$ cat config.mk
export PLATFORM = sky130hd
export DESIGN_NAME = instr_fetch
export DESIGN_NICKNAME = d
export VERILOG_FILES = /design/src/rtl/fetch_pkg.sv /design/src/rtl/fetch_fifo.sv /design/src/rtl/instr_fetch.sv
export SDC_FILE = /design/constraint.sdc
export NUM_CORES = 1
export LEC_CHECK = 0
export CAP_MARGIN = 20
export CELL_PAD_IN_SITES_DETAIL_PLACEMENT = 1
export CELL_PAD_IN_SITES_GLOBAL_PLACEMENT = 2
export CORE_UTILIZATION = 35
export DETAILED_ROUTE_END_ITERATION = 16
export PLACE_DENSITY_LB_ADDON = 0.1
export SYNTH_ARGS = -nofsm -noshare
export SYNTH_HDL_FRONTEND = slang
export SYNTH_SLANG_ARGS = --single-unit
$ cat constraint.sdc
create_clock -name clk -period 9 [get_ports clk]
set_input_delay 2.7 -clock clk [delete_from_list [all_inputs] [get_ports clk]]
set_output_delay 2.7 -clock clk [all_outputs]
set_load 0.02 [all_outputs]
$ cat src/rtl/fetch_pkg.sv
// Shared types for the instruction fetch unit: FSM states, buffered entry layout
// and the fixed instruction width in bytes.
package fetch_pkg;

    localparam int INSTR_BYTES = 4;

    typedef enum logic {
        IDLE  = 1'b0,
        FETCH = 1'b1
    } fetch_state_e;

    typedef struct packed {
        logic [31:0] pc;
        logic [31:0] instr;
    } fetch_entry_t;

endpackage

$ cat src/rtl/fetch_fifo.sv
// Small power-of-two FIFO holding fetched {pc, instr} pairs; head is visible
// combinationally, flush empties it in one edge.
module fetch_fifo
    import fetch_pkg::*;
#(
    parameter int DEPTH = 2
) (
    input  logic                       clk,
    input  logic                       rstn,
    input  logic                       push,
    input  fetch_entry_t               push_data,
    input  logic                       pop,
    input  logic                       flush,
    output fetch_entry_t               head,
    output logic [$clog2(DEPTH):0]     count
);

    localparam int PW = $clog2(DEPTH);
    localparam int CW = PW + 1;

    fetch_entry_t    mem_q [DEPTH];
    fetch_entry_t    mem_d [DEPTH];
    logic [PW-1:0]   wr_ptr_q, wr_ptr_d;
    logic [PW-1:0]   rd_ptr_q, rd_ptr_d;
    logic [CW-1:0]   count_q, count_d;
    logic            do_push;
    logic            do_pop;

    // Guards here keep the FIFO safe even if a caller asks for an illegal op.
    assign do_pop  = pop && (count_q != '0);
    assign do_push = push && ((count_q != CW'(DEPTH)) || do_pop);

    always_comb begin
        mem_d    = mem_q;
        wr_ptr_d = wr_ptr_q;
        rd_ptr_d = rd_ptr_q;
        count_d  = count_q;
        if (flush) begin
            wr_ptr_d = '0;
            rd_ptr_d = '0;
            count_d  = '0;
        end else begin
            if (do_push) begin
                mem_d[wr_ptr_q] = push_data;
                wr_ptr_d        = wr_ptr_q + PW'(1);
            end
            if (do_pop) begin
                rd_ptr_d = rd_ptr_q + PW'(1);
            end
            case ({do_push, do_pop})
                2'b10:   count_d = count_q + CW'(1);
                2'b01:   count_d = count_q - CW'(1);
                default: count_d = count_q;
            endcase
        end
    end

    always_ff @(posedge clk) begin
        if (!rstn) begin
            wr_ptr_q <= '0;
            rd_ptr_q <= '0;
            count_q  <= '0;
        end else begin
            wr_ptr_q <= wr_ptr_d;
            rd_ptr_q <= rd_ptr_d;
            count_q  <= count_d;
        end
    end

    always_ff @(posedge clk) begin
        mem_q <= mem_d;
    end

    assign head  = mem_q[rd_ptr_q];
    assign count = count_q;

endmodule

$ cat src/rtl/instr_fetch.sv
// Instruction fetch front end: sequential PC generation, redirect handling and
// a small decoupling buffer toward decode.
//
//   state | meaning
//   IDLE  | no new fetches; buffered entries still drain to decode
//   FETCH | one word fetched per edge whenever a buffer slot is free
module instr_fetch
    import fetch_pkg::*;
#(
    parameter logic [31:0] RESET_PC  = 32'h0000_0000,
    parameter int          BUF_DEPTH = 2
) (
    input  logic        clk,
    input  logic        rstn,
    input  logic        fetch_en,
    output logic [31:0] imem_addr,
    input  logic [31:0] imem_instr,
    input  logic        redirect_valid,
    input  logic [31:0] redirect_pc,
    output logic        if_valid,
    input  logic        if_ready,
    output logic [31:0] if_instr,
    output logic [31:0] if_pc
);

    localparam int CW = $clog2(BUF_DEPTH) + 1;

    fetch_state_e  state_q, state_d;
    logic [31:0]   fetch_pc_q, fetch_pc_d;
    logic [CW-1:0] count;
    fetch_entry_t  head;
    fetch_entry_t  push_data;
    logic          push;
    logic          pop;

    assign if_valid = (count != '0);
    assign pop      = if_valid && if_ready;
    assign push     = (state_q == FETCH) && !redirect_valid &&
                      ((count != CW'(BUF_DEPTH)) || pop);

    assign push_data.pc    = fetch_pc_q;
    assign push_data.instr = imem_instr;

    always_comb begin
        state_d    = fetch_en ? FETCH : IDLE;
        fetch_pc_d = fetch_pc_q;
        // Redirect targets are word-aligned by dropping the low two bits.
        if (redirect_valid) begin
            fetch_pc_d = redirect_pc & ~32'h0000_0003;
        end else if (push) begin
            fetch_pc_d = fetch_pc_q + 32'(INSTR_BYTES);
        end
    end

    always_ff @(posedge clk) begin
        if (!rstn) begin
            state_q    <= IDLE;
            fetch_pc_q <= RESET_PC;
        end else begin
            state_q    <= state_d;
            fetch_pc_q <= fetch_pc_d;
        end
    end

    fetch_fifo #(
        .DEPTH (BUF_DEPTH)
    ) u_fifo (
        .clk       (clk),
        .rstn      (rstn),
        .push      (push),
        .push_data (push_data),
        .pop       (pop),
        .flush     (redirect_valid),
        .head      (head),
        .count     (count)
    );

    assign imem_addr = fetch_pc_q;
    assign if_instr  = if_valid ? head.instr : 32'h0;
    assign if_pc     = if_valid ? head.pc    : 32'h0;

endmodule

# Word level (Yosys, flattened, before mapping)

Index checks and enable logic that the tools add are counted.

Add/sub/neg operators: 5
$lt $le $gt $ge: 3
Equal/unequal tests: 3
Reduce and logical (&&, ||, !) cells: 14
Mux-type cells: 12
Bitwise operators: 4

Operators by type and width:

| operator              | number |
|---|---|
| $mux 64               | 4 |
| $bwmux 128            | 1 |
| $mux 32               | 4 |
| $demux 64 s1          | 1 |
| $add 32x3->32 const B | 1 |
| $logic_and 1x1->1     | 6 |
| $reduce_bool 2->1     | 3 |
| $ge 2x2->1 const B    | 2 |
| $not 1->2             | 2 |
| $pmux 2 s2            | 1 |
| $add 1x1->1 const B   | 2 |
| $add 2x1->2 const B   | 1 |
| $eq 2x1->1 const B    | 1 |
| $eq 2x2->1 const B    | 1 |
| $logic_or 1x1->1      | 2 |
| $lt 2x1->1 const B    | 1 |
| $ne 2x2->1 const B    | 1 |
| $not 1->1             | 2 |
| $reduce_and 2->1      | 1 |
| $reduce_or 2->1       | 1 |
| $sub 2x1->2 const B   | 1 |
| $logic_not 1->1       | 1 |
| $mux 1                | 1 |

Bits of input ports: 69
Flip-flop bits (word level): 165
Output and inout port bits: 97
Word-level logic and storage cells: 51

# Depth between registers and ports, before layout

Gate-level depths: netlist (run 1).

Depth after elaboration: 7
Gate-level depth with buffers: 7
Depth with buffers taken out: 7

# Hierarchy

A second synthesis (run 1) with hierarchy kept.

Cell total of the unflattened synthesis: 546
Area total of the unflattened synthesis: 7,250.7 um^2

By module, submodules not included:

| module      | times used | cells each | seq. area each (um^2) | area an instance (um^2) |
|---|---|---|---|---|
| fetch_fifo  | 1          | 222        | 3,923.8               | 4,809.6 |
| instr_fetch | 1          | 324        | 620.6                 | 2,441.1 |

# Worst setup path before layout (run 1)

Ideal clock, no wire load.

Path type: input to register
Start point: input port redirect_valid
End point: register u_fifo.mem_q[0] in the netlist's numbering, enable pin
Data required time: 8,518 ps
Path buffers: 1
Arrival: 5,825 ps
Stages: 4
Setup slack: 2,692 ps
Setup time: 482 ps
Cell sequence: inv_1 -> clkbuf_1 -> nand3_1 -> nor2_1

Longest elaborated chain between the ends: 5
Elaborated cells between the ends (all ways): 6
Those cells by class: bitwise (1); reduce/logical (5)

RTL lines:

| what                                  | line              | text |
|---|---|---|
| from (decl)                           | instr_fetch.sv:18 | `input logic redirect_valid,` |
| $logic_not 1->1                       | instr_fetch.sv:38 | `assign push = (state_q == FETCH) && !redirect_valid &&` |
| $logic_and 1x1->1 (2 in a row)        | instr_fetch.sv:38 |  |
| $logic_and 1x1->1                     | fetch_fifo.sv:31  | `assign do_push = push && ((count_q != CW'(DEPTH)) \|\| do_pop);` |
| $reduce_and 2->1 (no source line) (*) | --                |  |
| to (signal assigned)                  | fetch_fifo.sv:71  | `mem_q <= mem_d;` |
| to (decl)                             | fetch_fifo.sv:21  | `fetch_entry_t mem_q [DEPTH];` |

Every way passes the cells marked *; elsewhere a longest branch is shown, timed or not.
A chain may end at the register's enable or synchronous reset.

# Worst setup path after layout (run 1)

Start point: register u_fifo.rd_ptr_q
End point: output port if_pc[26]

Longest elaborated chain between the ends: 5

RTL lines:

| what                                       | line              | text |
|---|---|---|
| from (decl)                                | fetch_fifo.sv:24  | `logic [PW-1:0] rd_ptr_q, rd_ptr_d;` |
| from (signal assigned)                     | fetch_fifo.sv:65  | `rd_ptr_q <= rd_ptr_d;` |
| $not 1->2 (not written as such)            | fetch_fifo.sv:74  | `assign head = mem_q[rd_ptr_q];` |
| $mux 64 (not written as such) (3 in a row) | fetch_fifo.sv:74  |  |
| $mux 32                                    | instr_fetch.sv:80 | `assign if_pc = if_valid ? head.pc : 32'h0;` |
| to (decl)                                  | instr_fetch.sv:23 | `output logic [31:0] if_pc` |

Every way passes these cells. The select of a mux whose other input is x is not followed.

==> results of run 1 <==
critical path: cells and delay by family (launching register included):
family                 cells  cell delay [ns]
buffers and inverters      2             1.27
flip-flops                 1             0.63
multiplexers               1             0.17
AND/OR/NAND/NOR            1             0.13
layer usage:
| metal | GRT usage, % | wire length (um) |
|---|---|---|
| met1 | 20.76 | 7017 |
| met2 | 28.88 | 7764 |
| met3 | 3.235 | 621 |
| met4 | 5.906 | 182 |
| met5 | 0 | 0 |
worst max-delay path by stage:
| stage | start | to | slack [ns] | depth (start not counted) |
|---|---|---|---|---|
| after global placement | redirect_valid | u_fifo.mem_q[122]$_DFFE_PP_ | 3.31 | 6 |
| final | u_fifo.rd_ptr_q$_SDFFE_PP0P_ | if_pc[26] | 3.62 | 4 |
| after global routing | u_fifo.rd_ptr_q$_SDFFE_PP0P_ | if_pc[12] | 3.43 | 4 |
| after floorplan | redirect_valid | u_fifo.mem_q[0]$_DFFE_PP_ | 2.69 | 4 |
| after detailed placement | redirect_valid | u_fifo.mem_q[58]$_DFFE_PP_ | 3.28 | 6 |
| after CTS | u_fifo.rd_ptr_q$_SDFFE_PP0P_ | if_pc[12] | 3.53 | 4 |
synth_stat cells (7+ instances only):
cell type  count  area share (%)
edfxtp_1     124              56
nor2_1        74             4.2
mux2i_1       63             9.5
dfxtp_1       35              11
o21ai_0       30             2.3
a21oi_1       28             2.1
xnor2_1       23             3.0
clkbuf_1      16            0.91
nand2_1       15            0.85
xor2_1        10             1.3
nand4_1        8            0.76
buf_2          7            0.53
nor3_1         7            0.53
cells by family after synthesis:
| group | count (synthesis) | synth area share, % |
|---|---|---|
| multiplexers | 63 | 9.531 |
| AO/OA/AOI/OAI | 59 | 4.538 |
| AND/OR/NAND/NOR | 143 | 11.91 |
| other | 1 | 0.05668 |
| flip-flops | 159 | 66.87 |
| XOR/XNOR | 33 | 4.368 |
| adder cells (fa/ha/maj) | 2 | 0.3782 |
| buffers and inverters | 34 | 2.345 |
registers in the layout, indices dropped and copies added, names as in the netlist:
register and flops:
u_fifo.mem_q 124, imem_addr 30, u_fifo.count 2, state_q 1, u_fifo.rd_ptr_q 1, u_fifo.wr_ptr_q 1
stage by stage:
step | util [%] | cells
final | 49.05 | 892
after CTS | 49.05 | 892
after global placement | 46.18 | 862
after global routing | 49.05 | 892
after detailed placement | 46.18 | 862
after floorplan | - | 497
power by group:
group / internal (mW) / switching [mW] / total (mW)
logic: 0.0659 / 0.0617 / 0.128
clock network: 0.374 / 0.276 / 0.649
registers: 0.813 / 0.0230 / 0.836
total: 1.25 / 0.360 / 1.61
layout make-up:
cell class	count	area (um^2)	share of cell area, %
flip-flops and latches	159	4428	49.41
multi-input cells	304	2071	23.10
repair buffers	164	1629	18.18
clock buffers	18	429.2	4.788
well taps	229	286.5	3.197
clock inverters	12	96.34	1.075
inverters	6	22.52	0.2513
==> metrics, run 1 <==
outcome finished, final reports clean; endpoints failing setup 0; fin nets 723; Max VDD drop 0.0001201 V; CTS sink count 159; RSZ-0062 raised after global routing false; cell count after synthesis 494; PD cells 180.0 nW/um^2; number of synthesized register bits 159; CP Class reg -> out; Hold Crit Start imem_addr[31]$_SDFFE_PN0P_; pre-CTS WS 3.283 ns; Post-Route Setup TNS 0 ns; clock-pin slew on the worst setup and hold paths 0.06 ns; WHS Path Cells 0; wirelength, routed 15.59 mm; Vias 4,405; CP startpoint kind flop; remaining antenna violation count 0; Die Width 139.5 um; chip height 139.5 um; TritonCTS Buffers 17; hold_ws 0.5310 ns; CP max stage delay 0.65 ns; final worst path period need 5.376 ns; Hold Path Sink u_fifo.mem_q[127]$_DFFE_PP_; GPL Wtd Cong 0.7328; relative slew slack 31.58%; clk buf depth 2; core area 18,270 um^2; Root Buffer clkbuf_16; Remaining DRCs 0; Cell Area, Placed 8437 um^2; initial antenna violation count 0; Final Hold Fails 0; ys async rst share 0%; H-Tree Depth 4; Leak Pwr 2.880 nW; TritonCTS clock tree yes; commonest non-fill, non-tap cell in the layout clkdlybuf4s50_1; fraction of layout cells with a size suffix above 1 8.145%; die area 19,460 um^2; Worst path slowest cell buf_4; FILL cells 1,867; WP data arrival 2.68 ns; vias per cell 4.938; hold buffers post-CTS 0; Final WS setup 3.624 ns; worst-path cell chain buf_4 > mux2i_1 > nor2_1 > clkdlybuf4s50_1; crit share post-route 59.74%; global-route wire length before repair 24.71 mm; drt wl/cell 17.47 um; post-DP HPWL 10.43 mm; Site Rows 49; fmax 0.1860 GHz; gr usage total 16.69%; Cell variety after synth 35; R2R Setup Slk 6.20 ns; post-route cell area 8962 um^2; Tot Pwr 1.613 mW; port bufs 159; Critical Path RT 6.30 ns; vias in the first global route 4,609; DR iter-0 viols 160; Layout area overhead 35.46%; Initial Utilization 36.21%; Slew Limit Fails 0; largest net degree at the start of global routing 64; CP max FO 40; Clock Skews 0.007935 ns; grt ovf 0; first drt pass iteration count 4; Hold Crit Class reg -> reg; post-CTS sizing 0; Crit Reg-Reg Endpoint u_fifo.mem_q[117]$_DFFE_PP_; Ports 166; ys flop type edfxtp_1; commonest non-fill, non-tap cells in the layout clkdlybuf4s50_1, edfxtp_1, nor2_1, mux2i_1, dfxtp_1; n_diodes 0; Worst setup EP type output port; FF-to-FF Start u_fifo.count[0]$_SDFFE_PP0P_; post-CTS setup buffers 0; Seq/Total Area, Yosys 66.87%; Max-Cap Viols 0; Slew @ Worst Pin 1.023 ns; Worst-Skew Late Latency 0.42 ns; Post-synth EDFFs 124; syn avg cell area 13.39 um^2; synth warn 0; Cell Area, Synth 6616 um^2; FF-to-FF path depth 4
Power figures use the tool's default switching activity.
==> run 2, diff against run 1 <==
- CORE_UTILIZATION: 35 -> 33
- clock period: 9 -> 5.3 ns (I/O delays scaled with it)
==> run 2 against run 1 <==
  * Total power grew 75%
  * Critical path depth unchanged
  * Combinational power rose by 70%
  * Wire length is 2.3% higher
  * Sequential power rose by 70%
  * Clock power is 83% higher
  * Worst hold slack better by 0.0027 ns
  * Die area is 6.0% higher
  * Cell count grew 4.6%
  * Register-to-register slack worse by 3.3 ns
  * Clock skew about the same
  * Critical endpoint is now if_instr[25]
  * Largest power group unchanged
==> metrics, run 2 (same netlist as run 1, synthesis figures left out) <==
grt ovf 0; gr usage total 16.09%; Slew Limit Fails 0; clock-pin slew on the worst setup and hold paths 0.06 ns; FF-to-FF Start u_fifo.count[0]$_SDFFE_PP0P_; max reg flops 124; last element of the critical path if_instr[25]; FF-to-FF path depth 4; Layout area overhead 37.73%; Max-Cap Viols 0; relative slew slack 48.61%; fmax 0.2482 GHz; remaining antenna violation count 0; Slew @ Worst Pin 0.7709 ns; Crit Reg-Reg Endpoint u_fifo.mem_q[118]$_DFFE_PP_; first drt pass iteration count 4; Post-Route Setup TNS 0 ns; Site Rows 51; n_diodes 0; Die Width 143.6 um; vias in the first global route 4,584; core area 19,530 um^2; global-route wire length before repair 24.98 mm; wirelength, routed 15.94 mm; Critical Path RT 3.71 ns; post-DP HPWL 10.76 mm; R2R Setup Slk 2.92 ns; drt wl/cell 17.08 um; fraction of layout cells with a size suffix above 1 9.132%; PD cells 310.2 nW/um^2; largest register by flop count u_fifo.mem_q; Initial Utilization 33.88%; post-CTS setup buffers 0; fin nets 726; Ports 166; GR peak layer met2; Worst-Skew Late Latency 0.42 ns; H-Tree Depth 4; chip height 143.6 um; pre-CTS WS 1.248 ns; commonest non-fill, non-tap cells in the layout clkdlybuf4s50_1, edfxtp_1, nor2_1, mux2i_1, dfxtp_1; outcome finished, final reports clean; die area 20,620 um^2; Tot Pwr 2.827 mW; CP startpoint kind flop; final worst path period need 4.029 ns; commonest non-fill, non-tap cell in the layout clkdlybuf4s50_1; crit share post-route 76.03%; TritonCTS Buffers 17; clk buf depth 2; Leak Pwr 2.926 nW; hold buffers post-CTS 0; CTS sink count 159; Hold Crit Class reg -> reg; RSZ-0062 raised after global routing false; met1 Resource Use GR 19.47%; Final WS setup 1.271 ns; Root Buffer clkbuf_16; initial antenna violation count 0; port bufs 159; Vias 4,384; GPL Wtd Cong 0.7681; TritonCTS clock tree yes; CP Class reg -> out; Remaining DRCs 0; Worst setup EP type output port; DR iter-0 viols 145; Max VDD drop 0.0002077 V; Final Hold Fails 0; critical path startpoint u_fifo.rd_ptr_q$_SDFFE_PP0P_; vias per cell 4.699; WP data arrival 2.44 ns; CP max FO 41; largest net degree at the start of global routing 58; met3 usage 3.599%; endpoints failing setup 0; Clock Skews 0.007788 ns; routing usage on met2 28.46%; post-CTS sizing 0
-- run 2: report_power, final --
group	internal [mW]	switching, mW
Sequential	1.38	0.0397
Combinational	0.114	0.104
Clock	0.663	0.526
Total	2.16	0.670
-- run 2: how the worst min path moves through the flow --
stage                                       startpoint                           end  slack, ns  depth (start not counted)
after floorplan           u_fifo.count[1]$_SDFFE_PP0P_  u_fifo.count[1]$_SDFFE_PP0P_       0.47                          2
after global placement    u_fifo.count[1]$_SDFFE_PP0P_  u_fifo.count[1]$_SDFFE_PP0P_       0.52                          2
after detailed placement    imem_addr[31]$_SDFFE_PN0P_   u_fifo.mem_q[127]$_DFFE_PP_       0.53                          0
after CTS                   imem_addr[31]$_SDFFE_PN0P_    u_fifo.mem_q[63]$_DFFE_PP_       0.54                          0
after global routing        imem_addr[31]$_SDFFE_PN0P_    u_fifo.mem_q[63]$_DFFE_PP_       0.55                          0
final                       imem_addr[31]$_SDFFE_PN0P_    u_fifo.mem_q[63]$_DFFE_PP_       0.53                          0
-- run 2: final cells by class --
class / count / area (um^2)
Fill cell: 2057 / 10410
Multi-Input combinational cell: 304 / 2071
Clock inverter: 15 / 150.1
Tap cell: 265 / 331.6
Timing Repair Buffer: 167 / 1684
Clock buffer: 17 / 425.4
Inverter: 6 / 22.52
Sequential cell: 159 / 4428
-- run 2: metal layers --
layer	wire, um	share of wire (%)
met1	7022	44
met2	8085	51
met3	694	4.4
met4	135	0.85
met5	0	0
-- run 2: per-stage QoR --
stage / cell area (um^2) / instances / utilization (%) / hold slack (ns)
2_1_floorplan: 6628 / 497 / - / 0.4661
3_3_place_gp: 8522 / 900 / 43.64 / 0.5199
3_5_place_dp: 8522 / 900 / 43.64 / 0.5266
4_1_cts: 9097 / 932 / 46.59 / 0.5384
5_1_grt: 9112 / 933 / 46.67 / 0.5468
6_report: 9112 / 933 / 46.67 / 0.5337
-- run 2: critical path, cell delays in order (launching register included) --
cell and delay, ns:
dfxtp_4 0.84, buf_12 0.29, mux2i_1 0.24, nor2_1 0.06, clkdlybuf4s50_1 0.56
